[config.mk]
export PLATFORM = sky130hd
export DESIGN_NAME = vga_timing_gen
export DESIGN_NICKNAME = d
export VERILOG_FILES = /design/src/rtl/vga_timing_pkg.sv /design/src/rtl/vga_axis_counter.sv /design/src/rtl/vga_timing_gen.sv
export SDC_FILE = /design/constraint.sdc
export NUM_CORES = 1
export LEC_CHECK = 0
export BUFFER_PORTS_ARGS = -buffer_cell sky130_fd_sc_hd__buf_2
export CAP_MARGIN = 20
export CORE_MARGIN = 2
export CORE_UTILIZATION = 50
export DETAILED_ROUTE_END_ITERATION = 10
export PLACE_DENSITY = 0.82
export SLEW_MARGIN = 10
export SYNTH_ARGS = -nofsm -noshare
export SYNTH_HDL_FRONTEND = slang
export SYNTH_SLANG_ARGS = --single-unit
export TNS_END_PERCENT = 100
[constraint.sdc]
create_clock -name pixel_clock -period 4.9 [get_ports pixel_clock]
set_input_delay 0.49 -clock pixel_clock [delete_from_list [all_inputs] [get_ports pixel_clock]]
set_output_delay 0.49 -clock pixel_clock [all_outputs]
set_load 0.01 [all_outputs]
[src/rtl/vga_timing_pkg.sv]
// Shared timing constants and helpers for the VGA sync generator and its axis counters.
package vga_timing_pkg;

  localparam bit POL_HIGH = 1'b1;
  localparam bit POL_LOW  = 1'b0;

  // 1440x900 mode
  localparam int M1440_H_SYNC   = 152;
  localparam int M1440_H_BACK   = 232;
  localparam int M1440_H_ACTIVE = 1440;
  localparam int M1440_H_FRONT  = 80;
  localparam int M1440_V_SYNC   = 6;
  localparam int M1440_V_BACK   = 25;
  localparam int M1440_V_ACTIVE = 900;
  localparam int M1440_V_FRONT  = 3;

  // 640x480@60 mode
  localparam int M640_H_SYNC    = 96;
  localparam int M640_H_BACK    = 48;
  localparam int M640_H_ACTIVE  = 640;
  localparam int M640_H_FRONT   = 16;
  localparam int M640_V_SYNC    = 2;
  localparam int M640_V_BACK    = 33;
  localparam int M640_V_ACTIVE  = 480;
  localparam int M640_V_FRONT   = 10;

  function automatic int axis_total(input int sync, input int back, input int active,
                                    input int front);
    return sync + back + active + front;
  endfunction

  function automatic int active_start(input int sync, input int back);
    return sync + back;
  endfunction

endpackage

[src/rtl/vga_axis_counter.sv]
// One timing axis: free-running position counter with region decode for sync and active.
module vga_axis_counter
  import vga_timing_pkg::*;
#(
  parameter int CW     = 12,
  parameter int SYNC   = 2,
  parameter int BACK   = 3,
  parameter int ACTIVE = 8,
  parameter int FRONT  = 1
) (
  input  logic          pixel_clock,
  input  logic          reset,
  input  logic          step,
  output logic [CW-1:0] count,
  output logic          wrap,
  output logic          in_sync,
  output logic          in_active,
  output logic [CW-1:0] active_index
);

  localparam logic [CW-1:0] LAST     = CW'(axis_total(SYNC, BACK, ACTIVE, FRONT) - 1);
  localparam logic [CW-1:0] SYNC_END = CW'(SYNC);
  localparam logic [CW-1:0] ACT_BEG  = CW'(active_start(SYNC, BACK));
  localparam logic [CW-1:0] ACT_END  = CW'(active_start(SYNC, BACK) + ACTIVE);

  assign wrap         = (count == LAST);
  assign in_sync      = (count < SYNC_END);
  assign in_active    = (count >= ACT_BEG) && (count < ACT_END);
  assign active_index = count - ACT_BEG;

  always_ff @(posedge pixel_clock or posedge reset) begin
    if (reset) begin
      count <= '0;
    end else if (step) begin
      count <= wrap ? '0 : count + CW'(1);
    end
  end

endmodule

[src/rtl/vga_timing_gen.sv]
// Parametrised VGA timing generator: syncs, display enable, coordinates, early pixel request,
// line/frame strobes and a frame counter, all registered one cycle after the count they decode.
module vga_timing_gen
  import vga_timing_pkg::*;
#(
  parameter int CW       = 12,
  parameter int H_SYNC   = M1440_H_SYNC,
  parameter int H_BACK   = M1440_H_BACK,
  parameter int H_ACTIVE = M1440_H_ACTIVE,
  parameter int H_FRONT  = M1440_H_FRONT,
  parameter int V_SYNC   = M1440_V_SYNC,
  parameter int V_BACK   = M1440_V_BACK,
  parameter int V_ACTIVE = M1440_V_ACTIVE,
  parameter int V_FRONT  = M1440_V_FRONT,
  parameter int H_POL    = 1,
  parameter int V_POL    = 1,
  parameter int LEAD     = 2,
  parameter int FW       = 16
) (
  input  logic          pixel_clock,
  input  logic          reset,
  input  logic          enable,
  output logic          hsync,
  output logic          vsync,
  output logic          de,
  output logic [CW-1:0] x,
  output logic [CW-1:0] y,
  output logic          req,
  output logic [CW-1:0] req_x,
  output logic          line_start,
  output logic          frame_start,
  output logic [FW-1:0] frame_count
);

  localparam int H_TOTAL = axis_total(H_SYNC, H_BACK, H_ACTIVE, H_FRONT);
  localparam int V_TOTAL = axis_total(V_SYNC, V_BACK, V_ACTIVE, V_FRONT);
  localparam int HA0     = active_start(H_SYNC, H_BACK);
  localparam int HA1     = HA0 + H_ACTIVE;

  if (LEAD < 0 || LEAD >= HA0) begin : g_bad_lead
    $error("vga_timing_gen: LEAD must lie in 0..H_SYNC+H_BACK-1");
  end
  if (H_TOTAL >= (1 << CW)) begin : g_bad_htotal
    $error("vga_timing_gen: H_TOTAL does not fit in CW bits");
  end
  if (V_TOTAL >= (1 << CW)) begin : g_bad_vtotal
    $error("vga_timing_gen: V_TOTAL does not fit in CW bits");
  end

  localparam logic [CW-1:0] REQ_BEG = CW'(HA0 - LEAD);
  localparam logic [CW-1:0] REQ_END = CW'(HA1 - LEAD);
  localparam logic [CW-1:0] LEAD_C  = CW'(LEAD);
  localparam logic [CW-1:0] HA0_C   = CW'(HA0);
  localparam logic          HS_ON   = 1'(H_POL);
  localparam logic          VS_ON   = 1'(V_POL);

  logic [CW-1:0] h_cnt, v_cnt, h_idx, v_idx;
  logic          h_wrap, h_sync_p0, h_act_p0;
  logic          v_sync_p0, v_act_p0;
  // The frame boundary is taken from v_cnt == 0, so the vertical wrap flag is not needed.
  logic          v_wrap_unused;

  vga_axis_counter #(
    .CW(CW), .SYNC(H_SYNC), .BACK(H_BACK), .ACTIVE(H_ACTIVE), .FRONT(H_FRONT)
  ) u_h_axis (
    .pixel_clock (pixel_clock),
    .reset       (reset),
    .step        (enable),
    .count       (h_cnt),
    .wrap        (h_wrap),
    .in_sync     (h_sync_p0),
    .in_active   (h_act_p0),
    .active_index(h_idx)
  );

  vga_axis_counter #(
    .CW(CW), .SYNC(V_SYNC), .BACK(V_BACK), .ACTIVE(V_ACTIVE), .FRONT(V_FRONT)
  ) u_v_axis (
    .pixel_clock (pixel_clock),
    .reset       (reset),
    .step        (enable & h_wrap),
    .count       (v_cnt),
    .wrap        (v_wrap_unused),
    .in_sync     (v_sync_p0),
    .in_active   (v_act_p0),
    .active_index(v_idx)
  );

  logic          de_p0, req_p0, line_start_p0, frame_start_p0;
  logic [CW-1:0] req_x_p0;

  always_comb begin
    de_p0          = h_act_p0 && v_act_p0;
    req_p0         = v_act_p0 && (h_cnt >= REQ_BEG) && (h_cnt < REQ_END);
    req_x_p0       = req_p0 ? (h_cnt + LEAD_C - HA0_C) : '0;
    line_start_p0  = (h_cnt == '0);
    frame_start_p0 = line_start_p0 && (v_cnt == '0);
  end

  // ---- stage p0 -> p1: registered outputs ----
  always_ff @(posedge pixel_clock or posedge reset) begin
    if (reset) begin
      hsync       <= ~HS_ON;
      vsync       <= ~VS_ON;
      de          <= 1'b0;
      x           <= '0;
      y           <= '0;
      req         <= 1'b0;
      req_x       <= '0;
      line_start  <= 1'b0;
      frame_start <= 1'b0;
      frame_count <= '0;
    end else if (enable) begin
      hsync       <= h_sync_p0 ? HS_ON : ~HS_ON;
      vsync       <= v_sync_p0 ? VS_ON : ~VS_ON;
      de          <= de_p0;
      x           <= de_p0 ? h_idx : '0;
      y           <= v_act_p0 ? v_idx : '0;
      req         <= req_p0;
      req_x       <= req_x_p0;
      line_start  <= line_start_p0;
      frame_start <= frame_start_p0;
      if (frame_start_p0) begin
        frame_count <= frame_count + FW'(1);
      end
    end
  end

endmodule

==> results.md, run 1 <==
- Final hold viol count: 0
- Ant diodes: 0
- Die Wd: 94.0 um
- GRT Overall Usage: 0.225
- Critical path arrival: 2.76 ns
- Slowest-stage cell, CP: nor2_1
- Routed WL: 8960 um
- WS Path Type: register to register
- Final Max Tran Viols: 0
- Syn Nets: 399
- DR DRC count: 0
- Multi-input gate area: 1800 um2
- Final setup viols: 0
- Worst-Skew Late Latency: 0.35 ns
- Start of the worst register-to-register path: u_h_axis.count[7]$_DFFE_PP0P_
- Leakage: approximately 2.2 nW
- CP delay by family, top: simple AND/OR/NAND/NOR gates
- Vias post-DR: 3157
- Root Buffer Master: clkbuf_8
- Core Region: 7810 um2
- Largest net degree at the start of global routing: 60
- First-pass GRT wire length: 15300 um
- Crit-path cells: or2_2 > or4_1 > nor2_1 > nand4_1 > mux2_2
- Syn Inst Count: slightly below 400
- GPL Wtd Cong: about 0.95
- Starting Density: 0.519
- Ys Warns: 0
- Actual slew at the worst max-slew pin: about 0.72 ns
- Most frequent cells in the layout: 82 x dfrtp_1, 60 x buf_2, 32 x xnor2_1
- Htree depth: 3
- Cts hold-fix bufs: 0
- Synth unique cells: 51
- CP peak stage delay: 0.57 ns
- RSZ-0062 raised after global routing: no
- Peak supply drop: 0.135 mV
- Seq. cell area: roughly 2100 um2
- Vias in the first global route: 3076
- Post_cts resized: 0
- Final #Nets: 444
- Overflow after GRT: 0
- Sum of buffers and inverters on the critical path: 0
- Min Tclk post-route: 2.52 ns
- Num CTS Buffers: 9
- Post-synth EDFFs: 0
- FP Rows: 32
- Io pins: between 60 and 70
- Worst hold path class: primary input to asynchronous set/reset pin
- Area Growth Syn to Fin: 11.8%
- Clock slew at reported path FFs: 0.08 ns
- Clock Tree Buf Depth: 2
- Mapped Area: between 4000 and 5000 um2
- Seq cells post-synth: between 80 and 90
- Ys async rst share: 1.00
- Clk_skew: 0.00681 ns
- CP startpoint: u_h_axis.count[7]$_DFFE_PP0P_
- Slew headroom: 0.518
- 1st-iter DRT viols: 320
- Seq/Total Area, Yosys: 0.506
- Critical Path Sink Type: register
- Fillers: approximately 660
- WL per Instance: 16.7 um
- Num Clock Sinks: between 80 and 90
- IO Port Bufs: 60
- Layout cells sized above 1: 0.198
- MaxCap Viol Count: 0
- CP startpoint kind: register
- Setup TNS: 0 ns
- Min Hold Slack: 0.118 ns
- Die Height: 94.0 um
- Total setup buffers inserted after CTS: 0
- Antenna Nets Post-Route: 0
- Initial antenna violation count: 0
- Mean post-synth cell area: about 10 um2
- HPWL after DPL: 6210 um
- Most common cell after layout, fill and taps aside: dfrtp_1
- Die footprint: 8840 um2
- Crit path max fanout: 12
- Synth Flop Type: dfrtp_1
- Pwr/cell area: 292 nW/um2
- Critical Path RT: 5.14 ns
- TritonCTS clock tree: done
- Fin crit share: 0.515
- Status: complete, no violations
- 1st-pass router iterations: 5
- Fmax: 397 MHz
- DR vias/cell: 5.88
sequential cells by signal, summed over array words and instances, names as in the netlist:
| signal | count |
|---|---|
| u_v_axis.count | 12 |
| hsync | 1 |
| x | 12 |
| de | 1 |
| frame_count | 16 |
| req_x | 12 |
| vsync | 1 |
| req | 1 |
| u_h_axis.count | 12 |
| frame_start | 1 |
| y | 12 |
| line_start | 1 |
cells in the mapped netlist, types with 4 or more instances:
cell	instances	share of area
xnor2_1	32	0.069
o21ai_0	20	0.025
inv_1	16	0.015
a22o_1	10	0.022
and3_1	8	0.012
nand4_1	10	0.015
ha_1	10	0.031
a21oi_1	4	0.0049
nor2_1	24	0.022
xor2_1	12	0.026
nand3_1	22	0.027
a32o_1	5	0.012
nor3_1	9	0.011
nand2_1	25	0.023
o2bb2ai_1	23	0.050
dfrtp_1	82	0.51
or3_1	5	0.0077
clkbuf_1	20	0.019
cell families (layout without fill, tap and decap cells):
kind of cell,after synthesis,after routing,share of synthesized area
AOI/OAI and AO/OA,80,80,0.150
buffers and inverters,44,93,0.0482
DFF,82,82,0.506
muxes,3,3,0.00803
xor gates and xnor gates,44,44,0.0951
and+or+nand+nor,123,123,0.161
adders and majority gates,10,10,0.0309
stage by stage:
| stage | utilization | std cells | power [mW] | setup slack [ns] | cell area (um2) |
|---|---|---|---|---|---|
| global route | 0.580 | 537 | 1.40 | 2.25 | 4530 |
| CTS | 0.580 | 537 | 1.33 | 2.41 | 4530 |
| global placement | 0.558 | 522 | 0.893 | 2.51 | 4360 |
| floorplan | - | 386 | 0.859 | 2.30 | 4050 |
| finish | 0.580 | 537 | 1.32 | 2.38 | 4530 |
| detailed placement | 0.558 | 522 | 0.900 | 2.43 | 4360 |
per-layer routing:
metal  share of wire  global-route usage  up-vias
met2            0.46               0.330      138
met3           0.067              0.0514       12
met5               0                   0        -
li1                -                   -     1462
met1            0.46               0.324     1545
met4           0.016              0.0870        0
final cells by class:
type,instances,area share
Clock buffer,12,0.0342
Sequential cell,82,0.453
Inverter,16,0.0135
Timing Repair Buffer,62,0.0696
Multi-Input combinational cell,260,0.398
Tap cell,102,0.0282
Clock inverter,3,0.00331
path summary, 6_finish.rpt:
path / slack, ns / cells after the start / end
setup / recovery: 2.38 / 5 / u_v_axis.count[10]$_DFFE_PP0P_
min in group pixel_clock: 0.48 / 1 / de$_DFFE_PP0P_
setup reg to reg: 2.38 / 5 / u_v_axis.count[10]$_DFFE_PP0P_
max in group asynchronous: 3.72 / 3 / u_v_axis.count[9]$_DFFE_PP0P_
hold reg to reg: 0.48 / 1 / de$_DFFE_PP0P_
hold / removal: 0.12 / 2 / frame_count[13]$_DFFE_PP0P_
power breakdown:
part           internal, mW  leakage [nW]  switching (mW)
clock                 0.207        0.0920           0.229
sequential            0.698          1.12          0.0652
combinational        0.0510          1.00          0.0745
worst reg2reg max path, stage by stage, from the launching register on:
cell and delay [ns]:
dfrtp_1 0.48, or2_2 0.34, or4_1 0.54, nor2_1 0.57, nand4_1 0.19, mux2_2 0.30
No activity file was read; power rests on OpenSTA's default activity.
==> run 2, diff against run 1 <==
Settings changed: PLACE_DENSITY 0.82 to 0.85.
Clock period 4.9 ns to 2 ns, I/O delays scaled along.
==> results.md, run 2 (synthesis gave the netlist of run 1 again) <==
- Slew headroom: 0.614 (+0.0954)
- Overflow after GRT: 0 (unchanged)
- First-pass GRT wire length: 15900 um (+3.5%)
- Comb power frac: 0.134 (+0.039)
- Design area: 5040 um2 (+11%)
- Layout cells sized above 1: 0.304 (+0.106)
- Int Power: 2.54 mW (+170%)
- CP startpoint kind: register
- Switching power share of the total: 0.271 (-0.00732)
- Num Clock Sinks: 82 (unchanged)
- Hold depth: 2
- FP Rows: 32 (unchanged)
- FF-to-FF setup slack: -0.02 ns (-2.40 ns)
- Die Height: 94.0 um (unchanged)
- TritonCTS clock tree: done
- Clk pwr share: 0.356 (+0.027)
- Largest Register: frame_count
- Final WS setup: -0.0204 ns (-2.40 ns)
- Critical path arrival: 2.28 ns (-0.48 ns)
- Die footprint: 8840 um2 (unchanged)
- Most common cell after layout, fill and taps aside: dfrtp_1
- Io pins: 61 (unchanged)
- 1st-iter DRT viols: 250 (-22%)
- Routed WL: 9700 um (+8.2%)
- Start of the worst register-to-register path: u_v_axis.count[7]$_DFFE_PP0P_
- Critical Path Sink Type: register
- Clock Tree Buf Depth: 2 (unchanged)
- CP peak stage delay: 0.53 ns (-0.04 ns)
- Largest register FFs: 16 (unchanged)
- Worst hold start: enable
- 1st-pass router iterations: 5 (unchanged)
- Core Region: 7810 um2 (unchanged)
- Worst hold path class: primary input to register
- Initial antenna violation count: 0 (unchanged)
- Final Max Tran Viols: 0 (unchanged)
- Vias post-DR: 3342 (+5.9%)
- Pwr/cell area: 691 nW/um2 (+140%)
- Slowest-stage cell, CP: or4_4
- Hold Path End: line_start$_DFFE_PP0P_
- Clock slew at reported path FFs: 0.08 ns (about the same)
- Fin crit share: 1.01 (+0.496)
- Htree depth: 3 (unchanged)
- GPL Wtd Cong: 1.00 (+6.1%)
- Switching power: 945 uW (+160%)
- Most frequent cells in the layout: 82 x dfrtp_1, 60 x buf_2, 38 x buf_4
- RSZ-0062 raised after global routing: yes
- Crit path max fanout: 5 (-7)
- IO Port Bufs: 60 (unchanged)
- Sequential fraction of design power: 0.511 (-0.065)
- Final hold viol count: 0 (unchanged)
- Reg2reg path depth: 6 (+1)
- Status: complete, but fails checks
- Crit-path cells: or4_4 > or2_4 > buf_6 > o211a_4 > buf_4 > a32o_1
- Min Tclk post-route: 2.02 ns (-0.501 ns)
- Fmax: 495 MHz (+25%)
- Sum of buffers and inverters on the critical path: 2 (+2)
- Largest net degree at the start of global routing: 40 (-33%)
- Clk_skew: 0.00844 ns (+0.00163 ns)
- Antenna Nets Post-Route: 0 (unchanged)
- Final setup viols: 8 (+8)
- Ant diodes: 0 (unchanged)
- Fillers: 586 (-11%)
- GRT Overall Usage: 0.233 (+0.00877)
- Leakage: 2.48 nW (+12%)
- Min Hold Slack: 0.164 ns (+0.0465 ns)
- Actual slew at the worst max-slew pin: 0.578 ns (-0.144 ns)
- Vias in the first global route: 3190 (+3.7%)
- DR DRC count: 0 (unchanged)
- FF-to-FF End: x[1]$_DFFE_PP0P_
- CP delay by family, top: simple AND/OR/NAND/NOR gates
- Starting Density: 0.519 (unchanged)
- Pre-CTS WS: -0.0762 ns (-2.51 ns)
- MaxCap Viol Count: 0 (unchanged)
- Die Wd: 94.0 um (unchanged)
- Worst-Skew Late Latency: 0.36 ns (about the same)
- Failing checks: setup timing
- HPWL after DPL: 6820 um (+9.9%)
- Num CTS Buffers: 9 (unchanged)
- DR vias/cell: 5.74 (-2.3%)
- WS Path Type: register to register
- Area Growth Syn to Fin: 24.4%
- WL per Instance: 16.7 um (-0.12%)
- Peak supply drop: 0.374 mV (+180%)
- Critical Path RT: 2.26 ns (-2.88 ns)
- Placed cell area: 4680 um2 (+7.3%)
- Final #Nets: 488 (+9.9%)
- Root Buffer Master: clkbuf_8
## run 2: changes by cell type in the layout (fill, tap and decap cells not counted), sizes merged
cell | before | now
clkinv | 4 | 1
dlygate4sd3 | 0 | 1
bufinv | 0 | 1
buf | 62 | 104
and2 | 2 | 3
clkinvlp | 0 | 3
## run 2: worst max path at each step
stage,cells after the start,slack (ns),to,start
3_5_place_dp,6,-0.08,frame_count[10]$_DFFE_PP0P_,u_v_axis.count[8]$_DFFE_PP0P_
2_1_floorplan,8,-0.13,x[3]$_DFFE_PP0P_,u_v_axis.count[8]$_DFFE_PP0P_
6_report,6,-0.02,x[1]$_DFFE_PP0P_,u_v_axis.count[7]$_DFFE_PP0P_
3_3_place_gp,5,-0.02,frame_count[1]$_DFFE_PP0P_,u_v_axis.count[8]$_DFFE_PP0P_
5_1_grt,6,-0.11,frame_count[15]$_DFFE_PP0P_,u_v_axis.count[7]$_DFFE_PP0P_
4_1_cts,6,-0.06,frame_count[1]$_DFFE_PP0P_,u_v_axis.count[7]$_DFFE_PP0P_
## run 2: final cells by class
cell class	instances	area [um2]	share of cell area
Clock buffer	12	155	0.0308
Sequential cell	82	2050	0.407
Timing Repair Buffer	105	689	0.137
Inverter	16	63.8	0.0127
Tap cell	102	128	0.0253
Clock inverter	4	50.0	0.00993
Multi-Input combinational cell	261	1900	0.377
## run 2: through the flow
step	power, mW	utilization	TNS, ns	instances
detailed placement	2.26	0.600	-0.499	558
finish	3.48	0.646	-0.114	582
global placement	2.25	0.600	-0.0202	558
floorplan	2.11	-	-1.53	386
global route	3.65	0.646	-1.55	582
CTS	3.49	0.634	-0.638	579
## run 2: timing repair
action,in CTS,in global routing
gates resized for setup,8,18
cloned,1,0
buffers inserted,3,3
hold endpoints to repair,23,0
hold buffers,1,0
setup endpoints to repair,31,48
pin swaps,10,14
## run 2: power by group through the flow
stage                     sequential (mW)  combinational (mW)  clock [mW]
after floorplan                      1.79               0.319           0
after global routing                 1.79               0.522        1.34
after CTS                            1.78               0.459        1.25
after global placement               1.81               0.441           0
final                                1.78               0.465        1.24
after detailed placement             1.81               0.453           0
## run 2: metal layers
metal	wire length, um	vias to the layer above	track usage
li1	-	1553	-
met1	4290	1659	0.319
met2	4730	111	0.368
met3	484	19	0.0377
met4	200	0	0.101
met5	0	-	0
